[config.mk]
export PLATFORM = sky130hd
export DESIGN_NAME = hilo_div_unit
export DESIGN_NICKNAME = d
export VERILOG_FILES = /design/src/rtl/hilo_div_pkg.sv /design/src/rtl/hilo_div_unit_div_step.sv /design/src/rtl/hilo_div_unit.sv
export SDC_FILE = /design/constraint.sdc
export NUM_CORES = 1
export LEC_CHECK = 0
export CAP_MARGIN = 20
export CORE_ASPECT_RATIO = 0.5
export CORE_MARGIN = 4
export CORE_UTILIZATION = 56
export DETAILED_ROUTE_END_ITERATION = 6
export GPL_ROUTABILITY_DRIVEN = 0
export PLACE_DENSITY = 0.95
export SYNTH_ARGS = -nofsm -noshare
export SYNTH_HDL_FRONTEND = slang
export SYNTH_SLANG_ARGS = --single-unit
[constraint.sdc]
create_clock -name clk -period 7.64 [get_ports clk]
set_input_delay 1.146 -clock clk [delete_from_list [all_inputs] [get_ports clk]]
set_output_delay 1.146 -clock clk [all_outputs]
set_load 0.1 [all_outputs]
[src/rtl/hilo_div_pkg.sv]
// Shared encodings for the HI/LO divide unit: op codes, FSM states, latency.
package hilo_div_pkg;

  localparam logic [1:0] OP_DIVU = 2'b00;
  localparam logic [1:0] OP_DIV  = 2'b01;
  localparam logic [1:0] OP_MTHI = 2'b10;
  localparam logic [1:0] OP_MTLO = 2'b11;

  localparam logic [1:0] ST_IDLE = 2'd0;
  localparam logic [1:0] ST_CALC = 2'd1;
  localparam logic [1:0] ST_FIX  = 2'd2;

  // Cycles from the start-sampling edge to the cycle in which done is high.
  localparam int DIV_LATENCY = 34;

endpackage

[src/rtl/hilo_div_unit_div_step.sv]
// One restoring-division iteration: shift the next dividend bit into the
// partial remainder, trial-subtract the divisor, and keep the result only if
// it did not borrow.
module div_step #(
  parameter int WIDTH = 32
) (
  input  logic [WIDTH-1:0] rem_in,
  input  logic [WIDTH-1:0] quo_in,
  input  logic [WIDTH-1:0] divisor,
  output logic [WIDTH-1:0] rem_out,
  output logic [WIDTH-1:0] quo_out
);

  logic [WIDTH:0] shifted;
  logic [WIDTH:0] trial;

  // Bit WIDTH of the trial difference is the borrow: set means "restore".
  always_comb begin
    shifted = {rem_in, quo_in[WIDTH-1]};
    trial   = shifted - {1'b0, divisor};
    if (!trial[WIDTH]) begin
      rem_out = trial[WIDTH-1:0];
      quo_out = {quo_in[WIDTH-2:0], 1'b1};
    end else begin
      rem_out = shifted[WIDTH-1:0];
      quo_out = {quo_in[WIDTH-2:0], 1'b0};
    end
  end

endmodule

[src/rtl/hilo_div_unit.sv]
// HI/LO register file with an iterative restoring divider (one quotient bit
// per cycle). Also captures multiply results and serves MTHI/MTLO.
// Define HILO_DIV_SIGNED_EN to make op=01 a signed DIV; otherwise it behaves
// as DIVU and the sign handling is compiled out (latency is unchanged).
module hilo_div_unit
  import hilo_div_pkg::*;
#(
  parameter int WIDTH = 32,
  parameter int CNT_W = 6
) (
  input  logic             clk,
  input  logic             rst_n,
  input  logic             start,
  input  logic [1:0]       op,
  input  logic [WIDTH-1:0] a,
  input  logic [WIDTH-1:0] b,
  input  logic             mult_we,
  input  logic [WIDTH-1:0] mult_lo,
  input  logic [WIDTH-1:0] mult_hi,
  output logic             busy,
  output logic             done,
  output logic             div_zero,
  output logic [WIDTH-1:0] hi,
  output logic [WIDTH-1:0] lo
);

  logic [1:0]       state;
  logic [CNT_W-1:0] cnt;
  logic [WIDTH-1:0] rem_q, quo_q, dvs_q;
  logic [WIDTH-1:0] rem_nx, quo_nx;
  logic [WIDTH-1:0] a_mag, b_mag;
  logic [WIDTH-1:0] hi_res, lo_res;

  div_step #(.WIDTH(WIDTH)) u_step (
    .rem_in  (rem_q),
    .quo_in  (quo_q),
    .divisor (dvs_q),
    .rem_out (rem_nx),
    .quo_out (quo_nx)
  );

`ifdef HILO_DIV_SIGNED_EN
  logic a_neg, b_neg;
  logic q_neg, r_neg;

  // Operand magnitudes and final sign fix-up; quotient truncates toward zero,
  // remainder follows the dividend. |most-negative| still fits in WIDTH bits.
  always_comb begin
    a_neg  = (op == OP_DIV) && a[WIDTH-1];
    b_neg  = (op == OP_DIV) && b[WIDTH-1];
    a_mag  = a_neg ? -a : a;
    b_mag  = b_neg ? -b : b;
    lo_res = q_neg ? -quo_q : quo_q;
    hi_res = r_neg ? -rem_q : rem_q;
  end
`else
  assign a_mag  = a;
  assign b_mag  = b;
  assign lo_res = quo_q;
  assign hi_res = rem_q;
`endif

  assign busy = (state != ST_IDLE);

  // Control FSM, divider datapath and HI/LO write ports.
  always_ff @(posedge clk) begin
    if (!rst_n) begin
      state    <= ST_IDLE;
      cnt      <= '0;
      rem_q    <= '0;
      quo_q    <= '0;
      dvs_q    <= '0;
      hi       <= '0;
      lo       <= '0;
      done     <= 1'b0;
      div_zero <= 1'b0;
`ifdef HILO_DIV_SIGNED_EN
      q_neg    <= 1'b0;
      r_neg    <= 1'b0;
`endif
    end else begin
      done <= 1'b0;
      case (state)
        ST_IDLE: begin
          if (start) begin
            // start beats a coincident mult_we
            if (!op[1]) begin
              rem_q    <= '0;
              quo_q    <= a_mag;
              dvs_q    <= b_mag;
              cnt      <= '0;
              div_zero <= 1'b0;
`ifdef HILO_DIV_SIGNED_EN
              q_neg    <= a_neg ^ b_neg;
              r_neg    <= a_neg;
`endif
              state    <= ST_CALC;
            end else if (op == OP_MTHI) begin
              hi <= a;
            end else begin
              lo <= a;
            end
          end else if (mult_we) begin
            hi <= mult_hi;
            lo <= mult_lo;
          end
        end
        ST_CALC: begin
          rem_q <= rem_nx;
          quo_q <= quo_nx;
          cnt   <= cnt + 1'b1;
          if (cnt == CNT_W'(WIDTH - 1)) state <= ST_FIX;
        end
        ST_FIX: begin
          hi       <= hi_res;
          lo       <= lo_res;
          done     <= 1'b1;
          div_zero <= (dvs_q == '0);
          state    <= ST_IDLE;
        end
        default: state <= ST_IDLE;
      endcase
    end
  end

endmodule

==> results of run 1 <==
[cells by family (layout without fill, tap and decap cells)]
logic type               after synthesis  count (layout)  synth area share (%)
multiplexers                          91              91                  9.71
AND/OR/NAND/NOR                      434             434                  18.8
adder cells (fa/ha/maj)               34              34                  4.59
XOR/XNOR                              27              27                  2.51
buffers and inverters                127             288                  5.23
flip-flops                           170             170                  36.1
AO/OA/AOI/OAI                        338             338                  23.1
[final timing paths]
path / start / to
max: lo_res[31]$_SDFFE_PN0P_ / hi_res[29]$_SDFFE_PN0P_
min: hi[18]$_SDFFE_PN0P_ / hi[18]$_SDFFE_PN0P_
max reg2reg: lo_res[31]$_SDFFE_PN0P_ / hi_res[29]$_SDFFE_PN0P_
min reg2reg: hi[18]$_SDFFE_PN0P_ / hi[18]$_SDFFE_PN0P_
[Yosys cell counts (8+ instances only)]
| cell type | number |
|---|---|
| a21o_1 | 19 |
| a21oi_1 | 128 |
| a311oi_1 | 31 |
| a31oi_1 | 9 |
| clkbuf_1 | 73 |
| dfxtp_1 | 170 |
| ha_1 | 33 |
| inv_1 | 43 |
| mux2i_1 | 87 |
| nand2_1 | 310 |
| nand3_1 | 13 |
| nand4_1 | 8 |
| nor2_1 | 59 |
| nor3_1 | 8 |
| nor4_1 | 8 |
| o211ai_1 | 70 |
| o21a_1 | 8 |
| o21ai_0 | 24 |
| o21ai_1 | 21 |
| xnor2_1 | 16 |
| xor2_1 | 11 |
[flip-flops by register name, summed over array words and instances (netlist names)]
name	count
state	2
hi	32
lo_res	32
hi_res	32
dvs_q	32
div_zero	1
lo	32
done	1
cnt	6
[layer usage]
layer  vias to the layer above  global-route usage [%]  routed length [um]
met5                         -                       0                   0
met4                         0                    13.7                1340
met3                       146                    7.01                3290
met2                       672                    51.6               14200
met1                      4528                    40.6               12500
li1                       4594                       -                   -
[power groups by stage]
| stage | clock network [mW] | registers, mW | logic, mW |
|---|---|---|---|
| detailed placement | 0 | 1.08 | 1.89 |
| CTS | 0.918 | 1.06 | 1.92 |
| finish | 0.917 | 1.07 | 1.99 |
| global placement | 0 | 1.07 | 1.82 |
| global route | 0.953 | 1.07 | 2.12 |
| floorplan | 0 | 1.20 | 1.36 |
[critical path, delay by kind of cell (launching register included)]
kind / cells / cell delay, ns
AOI/OAI and AO/OA: 7 / 1.43
adders and majority gates: 2 / 0.61
buffers and inverters: 3 / 0.70
DFF: 1 / 0.34
muxes: 1 / 0.40
and+or+nand+nor: 1 / 0.17
[cell type report]
type,count,area share (%)
tap,227,2.33
clock buffer,21,3.78
multi-input combinational,924,45.7
sequential,170,28.0
clock inverter,11,1.31
inverter,44,1.38
timing repair buffer,212,17.5
[through the flow]
| step | setup slack (ns) | utilization [%] | area, um2 | cells |
|---|---|---|---|---|
| 6_report | 3.87 | 74.1 | 12200 | 1609 |
| 5_1_grt | 3.71 | 74.1 | 12200 | 1609 |
| 4_1_cts | 3.95 | 73.8 | 12100 | 1606 |
| 3_5_place_dp | 3.94 | 70.0 | 11500 | 1574 |
| 3_3_place_gp | 3.67 | 69.8 | 11500 | 1573 |
| 2_1_floorplan | 4.72 | - | 9430 | 1221 |
==> impl_metrics.yaml, run 1 <==
cts:
  clock_latency_ns: 0.43
  clockBufferDepth: 2
  cts_max_level: 4
  cts_setup_buffers: 0
  clk_pin_slew_ns: 0.07
  cts_root_buf: "clkbuf_16"
  cts_sinks: 170
  numCtsBuffers: 17
  cts_resized: 0
  tritoncts: "built"
  hold_buffers: 0
timing:
  hold_viol: 0
  rsz0062_at_grt: "no"
  slew_violations: 0
  max_freq_mhz: 265
  relSlewSlack_pct: 28.0
  finalClockSkew_ns: 0.00900
  holdWs_ns: 0.458
  timing.final.crit_share_pct: 49.3
  setup-violations-final: 0
  tns_ns: 0
  min_period_ns: 3.77
  tightest_slew_ns: 1.08
worst_hold_path:
  hold_path.class: "reg -> reg"
  whs_path_depth: 2
finish:
  final_cell_mix: "nand2_1, clkdlybuf4s50_1, dfxtp_1"
  area_growth_pct: 29.0
  n_fill_cell: 1128
  layout_commonest_cell: "nand2_1"
  n_antenna_cell: 0
  regArea_mm2: 0.00340
  drive_above_1_share_pct: 4.34
  finalNetCount: 1537
  multi_input_area_mm2: 0.00556
power_and_ir_drop:
  power.total_mw: 3.97
  seqPwrFrac_pct: 26.8
  combinationalPowerShare_pct: 50.1
  switching_power_mw: 1.65
  power.internal_mw: 2.33
  power-per-cell-area_mw_per_mm2: 327
  ir_drop_mv: 0.341
  sw_frac_of_total_pct: 41.4
  clockPowerShare_pct: 23.1
  leakage_nw: 4.84
die:
  start_util_pct: 57.4
  die-area_mm2: 0.0191
  coreArea_mm2: 0.0164
  die_h_um: 99.8
  die_w_um: 192
  io_pins: 201
  num_rows: 33
run_status:
  violations: "design-rule violations"
  status: "finished, violations left"
logic_synthesis:
  yosys.area.top_type: "dfxtp_1"
  synth_top_area_share_pct: 36.1
  syn_area_mm2: 0.00943
  synthCells: 1221
  ys_ff_latch: 170
  syn_nets: 1389
  async_reset_ff_share_pct: 0
  synth_area_leaders: "dfxtp_1, nand2_1, mux2i_1, a21oi_1, o211ai_1"
  syn_avg_cell_area_um2: 7.72
  yosysWarnings: 0
  ys_seq_area_share_pct: 36.1
  synthFlopType: "dfxtp_1"
  ys_types: 51
  synth_edf_count: 0
grt:
  grt_first_pass_wirelength_um: 49100
  grt_max_degree: 85
  grt_pass1_vias: 9567
  grt-ovfl-total: 0
  antenna_found_initial: 0
  track_usage_pct: 31.6
route:
  ant_nets: 0
  drt_pass1_iterations: 7
  routed-via-count: 9940
  drc_errors: 28
  detail_route.wl_per_cell_um: 19.5
  finalWirelength_um: 31300
  drt-initial-drc-count: 1266
  via_per_inst: 6.18
worst_setup_path:
  crit_path_max_incr_delay_ns: 0.54
  crit_path_end_kind: "register"
  crit_slowest_cell: "buf_4"
  crit_path_frequent_cell: "inv_1"
  cp_max_fo: 43
  cp.arrival_ns: 4.08
  crit_type: "reg -> reg"
  start_kind: "register"
  critical_path_required_ns: 7.96
  worstPathCellList: "inv_1, ha_1, inv_1, fa_1, a211oi_1, o21a_1, a211oi_2, o2111ai_1, nand2_1, a221oi_4, buf_4, mux2_2, a22oi_1, o21ai_0"
  r2r_slack_ns: 3.87
  ff2ff_path_depth: 14
job:
  max-cap-violations: 0
place:
  numPortBuffers: 200
  place_hpwl_um: 21600
(Power assumes the default switching activity.)
==> run 2, diff against run 1 <==
--- a/config.mk
+++ b/config.mk
@@ -8,10 +8,10 @@
 export CAP_MARGIN = 20
 export CORE_ASPECT_RATIO = 0.5
 export CORE_MARGIN = 4
-export CORE_UTILIZATION = 56
+export CORE_UTILIZATION = 47
 export DETAILED_ROUTE_END_ITERATION = 6
 export GPL_ROUTABILITY_DRIVEN = 0
-export PLACE_DENSITY = 0.95
+export PLACE_DENSITY = 0.88
 export SYNTH_ARGS = -nofsm -noshare
 export SYNTH_HDL_FRONTEND = slang
 export SYNTH_SLANG_ARGS = --single-unit
==> constraint.sdc (replaced) <==
create_clock -name clk -period 3.15 [get_ports clk]
set_input_delay 0.4725 -clock clk [delete_from_list [all_inputs] [get_ports clk]]
set_output_delay 0.4725 -clock clk [all_outputs]
set_load 0.1 [all_outputs]
==> run 2 against run 1 <==
The run now ends clean; setup slack lost 3.8 ns; critical path depth is the same; non-clock buffer count grew 18; fmax rose by 24%; cell area up 0.86%; clock power rose by 140%; sequential cell count stayed put; clock skew fell by 0.0017 ns; worst hold slack lost 0.0043 ns; critical path type unchanged; largest cell class unchanged; highest routed layer unchanged.
==> impl_metrics.yaml, run 2 (synthesis gave the netlist of run 1 again) <==
die:
  start_util_pct: 48.1
  io_pins: 201
  num_rows: 36
  die_w_um: 208
  coreArea_mm2: 0.0196
  die-area_mm2: 0.0225
  die_h_um: 108
worst_setup_path:
  crit_type: "reg -> reg"
  cp_max_fo: 8
  crit_path_frequent_cell: "a211oi_2"
  crit_path_max_incr_delay_ns: 0.41
  crit_slowest_cell: "a221oi_4"
  critical_path_required_ns: 3.46
  start_kind: "register"
  cp.arrival_ns: 3.35
  worstPathCellList: "inv_2, ha_2, inv_1, fa_2, a211oi_2, o21a_1, a211oi_2, o2111ai_2, nand2_2, a221oi_4, buf_12, clkbuf_4, mux2i_2, o21ai_0"
  cp.buffers_inverters: 4
  crit_path_end_kind: "register"
  crit_family: "compound AO/OA/AOI/OAI gates"
timing:
  hold_viol: 0
  slew_violations: 0
  finalClockSkew_ns: 0.00735
  tightest_slew_ns: 0.971
  timing.final.crit_share_pct: 96.8
  setup-violations-final: 0
  min_period_ns: 3.05
  relSlewSlack_pct: 35.0
  max_freq_mhz: 328
finish:
  area_growth_pct: 30.1
  drive_above_1_share_pct: 11.5
  layout_commonest_cell: "nand2_1"
  final_cell_mix: "nand2_1, dfxtp_1, clkdlybuf4s50_1"
  n_fill_cell: 1562
  instances_no_fill: 1666
  n_antenna_cell: 0
  finalNetCount: 1555
place:
  place_hpwl_um: 22000
  dpl.cell_count: 1629
  numPortBuffers: 200
route:
  routed-via-count: 9782
  via_per_inst: 5.87
  drc_errors: 0
  detail_route.wl_per_cell_um: 18.3
  drt-initial-drc-count: 1125
  finalWirelength_um: 30500
  drt_pass1_iterations: 6
  ant_nets: 0
grt:
  track_usage_pct: 25.8
  antenna_found_initial: 0
  grt_pass1_vias: 9241
  grt_max_degree: 135
  grt_first_pass_wirelength_um: 48000
  grt-ovfl-total: 0
cts:
  clk_pin_slew_ns: 0.07
  numCtsBuffers: 17
  clockBufferDepth: 2
  cts_root_buf: "clkbuf_16"
  tritoncts: "built"
  clock_latency_ns: 0.43
  cts_sinks: 170
  hold_buffers: 0
  cts_max_level: 4
run_status:
  status: "completed"
power_and_ir_drop:
  power-per-cell-area_mw_per_mm2: 820
  ir_drop_mv: 0.871
  leakage_nw: 5.07
  power.total_mw: 10.1
job:
  max-cap-violations: 0
worst_hold_path:
  hold_path.class: "reg -> reg"
==> run 2: repair_timing <==
action                                  in CTS  in global routing
endpoints found under the setup margin       5                 32
pin swaps                                    0                  5
setup buffers                                0                  5
cloned                                       0                  0
gates resized for setup                      1                 17
==> run 2: area by class of cell <==
| cell class | count | area (um2) | share of cell area, % |
|---|---|---|---|
| Clock buffer | 19 | 453 | 3.69 |
| Clock inverter | 13 | 155 | 1.26 |
| Inverter | 44 | 168 | 1.37 |
| Multi-Input combinational cell | 924 | 5640 | 46.0 |
| Sequential cell | 170 | 3410 | 27.7 |
| Tap cell | 266 | 333 | 2.71 |
| Timing Repair Buffer | 230 | 2120 | 17.2 |
==> run 2: worst register-to-register path, cell delays in order (launching register included) <==
cell       delay (ns)
dfxtp_2          0.34
inv_2            0.05
ha_2             0.18
inv_1            0.06
fa_2             0.34
a211oi_2         0.18
o21a_1           0.16
a211oi_2         0.09
o2111ai_2        0.25
nand2_2          0.12
a221oi_4         0.41
buf_12           0.17
clkbuf_4         0.21
mux2i_2          0.25
o21ai_0          0.11
==> run 2: path summary, 6_finish.rpt <==
kind | start | cells past startpoint | slack [ns] | end
max | lo_res[31]$_SDFFE_PN0P_ | 14 | 0.10 | hi_res[25]$_SDFFE_PN0P_
min | lo[31]$_SDFFE_PN0P_ | 2 | 0.45 | lo[31]$_SDFFE_PN0P_
max reg2reg | lo_res[31]$_SDFFE_PN0P_ | 14 | 0.10 | hi_res[25]$_SDFFE_PN0P_
min reg2reg | lo[31]$_SDFFE_PN0P_ | 2 | 0.45 | lo[31]$_SDFFE_PN0P_
==> run 2: metal layers <==
metal | track usage (%) | part of all wire (%) | up-vias
met1 | 34.9 | 43 | 4525
met2 | 41.9 | 45 | 530
met3 | 4.75 | 8.5 | 104
li1 | - | - | 4623
met4 | 8.71 | 3.2 | 0
met5 | 0 | 0 | -
==> run 2: power by group <==
group          internal (mW)  switching [mW]
clock                   1.23           0.942
sequential              2.35           0.234
combinational           2.32            2.99
total                   5.91            4.16
==> run 2: per-stage QoR <==
step	hold WS, ns	util (%)	TNS [ns]	instance area, um2	worst slack, ns
2_1_floorplan	0.449	-	0	9430	0.231
5_1_grt	0.470	62.6	-0.0349	12300	-0.0165
3_3_place_gp	0.445	58.9	0	11500	0.151
6_report	0.453	62.6	0	12300	0.101
3_5_place_dp	0.447	58.9	0	11500	0.0556
4_1_cts	0.457	62.0	0	12100	0.0408
==> run 3, diff against run 2 <==
--- a/config.mk
+++ b/config.mk
@@ -11,7 +11,7 @@
 export CORE_UTILIZATION = 47
 export DETAILED_ROUTE_END_ITERATION = 6
 export GPL_ROUTABILITY_DRIVEN = 0
-export PLACE_DENSITY = 0.88
+export PLACE_DENSITY_LB_ADDON = 0.05
 export SYNTH_ARGS = -nofsm -noshare
 export SYNTH_HDL_FRONTEND = slang
 export SYNTH_SLANG_ARGS = --single-unit
==> run 3 against run 2 <==
Sequential power about the same; clock-buffer cell count stayed put; setup slack better by 0.0077 ns; register-to-register slack is essentially flat; sequential cell count did not move; via count shrank 3.9%; cell count unchanged; clock skew is 0.0041 ns higher; worst hold slack gained 0.00097 ns; critical endpoint is now hi_res[27]$_SDFFE_PN0P_; largest cell class unchanged; largest power group unchanged; highest routed layer unchanged.
==> impl_metrics.yaml, run 3 (synthesis gave the netlist of run 1 again) <==
run_status:
  status: "completed"
cts:
  cts_root_buf: "clkbuf_16"
  clock_latency_ns: 0.42
  cts_max_level: 4
  clk_pin_slew_ns: 0.07
  tritoncts: "built"
  numCtsBuffers: 17
  clockBufferDepth: 2
  hold_buffers: 0
  cts_sinks: 170
worst_setup_path:
  cp_max_fo: 3
  r2r_start: "dvs_q[1]$_SDFFE_PN0P_"
  crit_slowest_cell: "o31ai_1"
  crit_path_end_kind: "register"
  r2r-end: "hi_res[27]$_SDFFE_PN0P_"
  ff2ff_path_depth: 11
  r2r_slack_ns: 0.11
  cp.arrival_ns: 3.40
  crit_path_max_incr_delay_ns: 0.60
  crit_type: "reg -> reg"
  crit_family: "compound AO/OA/AOI/OAI gates"
  start_kind: "register"
  cp.buffers_inverters: 1
  critical_path_required_ns: 3.50
  worstPathCellList: "inv_1, ha_1, nor2b_1, o2111ai_1, a21oi_1, or2_1, a31oi_2, o31ai_1, a21boi_0, mux2_2, o21ai_1"
finish:
  area_growth_pct: 29.6
  layout_commonest_cell: "nand2_1"
  n_fill_cell: 1789
  final_core_util_pct: 62.4
  n_antenna_cell: 0
  drive_above_1_share_pct: 11.0
  final_cell_mix: "nand2_1, dfxtp_1, clkdlybuf4s50_1"
  finalNetCount: 1555
worst_hold_path:
  hold_path.class: "reg -> reg"
  whs_path_depth: 2
  hold_end: "hi[18]$_SDFFE_PN0P_"
  hp-start: "hi[18]$_SDFFE_PN0P_"
timing:
  tightest_slew_ns: 0.967
  hold_viol: 0
  slew_violations: 0
  timing.final.crit_share_pct: 96.6
  min_period_ns: 3.04
  tns_ns: 0
  relSlewSlack_pct: 35.4
  setup_slack_ns: 0.109
  finalClockSkew_ns: 0.0115
  max_freq_mhz: 329
  setup-violations-final: 0
place:
  numPortBuffers: 200
  place_hpwl_um: 22200
  place_ws_ns: 0.0518
power_and_ir_drop:
  combinationalPowerShare_pct: 52.8
  sw_frac_of_total_pct: 40.9
  leakage_nw: 5.04
  power-per-cell-area_mw_per_mm2: 813
  switching_power_mw: 4.06
  seqPwrFrac_pct: 25.9
  ir_drop_mv: 0.581
  power.internal_mw: 5.87
  clockPowerShare_pct: 21.3
  power.total_mw: 9.93
die:
  coreArea_mm2: 0.0196
  io_pins: 201
  num_rows: 36
  die_h_um: 108
  start_util_pct: 48.1
  die_w_um: 208
  die-area_mm2: 0.0225
route:
  drc_errors: 0
  routed-via-count: 9404
  finalWirelength_um: 30800
  ant_nets: 0
  drt-initial-drc-count: 928
  via_per_inst: 5.64
  drt_pass1_iterations: 5
  detail_route.wl_per_cell_um: 18.5
grt:
  track_usage_pct: 26.2
  grt_pass1_vias: 8538
  antenna_found_initial: 0
  grt_first_pass_wirelength_um: 47400
  grt_max_degree: 135
  grt-ovfl-total: 0
job:
  max-cap-violations: 0
-- run 3: how the worst max path moves through the flow --
stage / from / to / slack (ns) / cells after the start
2_1_floorplan: lo_res[31]$_SDFFE_PN0P_ / hi_res[29]$_SDFFE_PN0P_ / 0.23 / 13
3_3_place_gp: lo_res[31]$_SDFFE_PN0P_ / hi_res[30]$_SDFFE_PN0P_ / 0.1 / 14
3_5_place_dp: lo_res[31]$_SDFFE_PN0P_ / hi_res[25]$_SDFFE_PN0P_ / 0.05 / 14
4_1_cts: lo_res[31]$_SDFFE_PN0P_ / hi_res[22]$_SDFFE_PN0P_ / 0.04 / 14
5_1_grt: dvs_q[1]$_SDFFE_PN0P_ / hi_res[27]$_SDFFE_PN0P_ / -0.07 / 11
6_report: dvs_q[1]$_SDFFE_PN0P_ / hi_res[27]$_SDFFE_PN0P_ / 0.11 / 11
-- run 3: cell type report --
type / instances / area (um2) / area share (%)
Inverter: 44 / 168 / 1.37
Tap cell: 266 / 333 / 2.72
Multi-Input combinational cell: 924 / 5610 / 45.9
Sequential cell: 170 / 3400 / 27.8
Timing Repair Buffer: 230 / 2120 / 17.4
Clock buffer: 19 / 443 / 3.62
Clock inverter: 13 / 144 / 1.18
-- run 3: power groups by stage --
stage | Clock (mW) | Combinational, mW | Sequential, mW
after global routing | 2.24 | 5.63 | 2.59
after detailed placement | 0 | 4.78 | 2.61
after floorplan | 0 | 3.31 | 2.91
after global placement | 0 | 4.73 | 2.60
final | 2.12 | 5.25 | 2.57
after CTS | 2.15 | 4.80 | 2.56
-- run 3: repair_timing --
item | CTS | global route
gates resized for setup | 0 | 12
endpoints found under the setup margin | 0 | 33
setup buffers | 0 | 1
-- run 3: per-layer routing --
layer	wire length, um	vias to the layer above	global-route usage, %
met5	0	-	0
met4	374	0	4.73
met3	2470	29	6.17
met2	12900	313	37.7
met1	15000	4423	40.0
li1	-	4639	-
-- run 3: worst min-delay path: stages, from the launching register on --
cell and delay, ns:
dfxtp_1 0.31, nand2_1 0.05, a21oi_1 0.05
-- run 3: through the flow --
step / instance area [um2] / hold slack [ns] / std cells
after global placement: 11500 / 0.444 / 1632
after global routing: 12200 / 0.476 / 1666
after detailed placement: 11500 / 0.448 / 1632
after floorplan: 9430 / 0.449 / 1221
after CTS: 12100 / 0.458 / 1664
final: 12200 / 0.454 / 1666
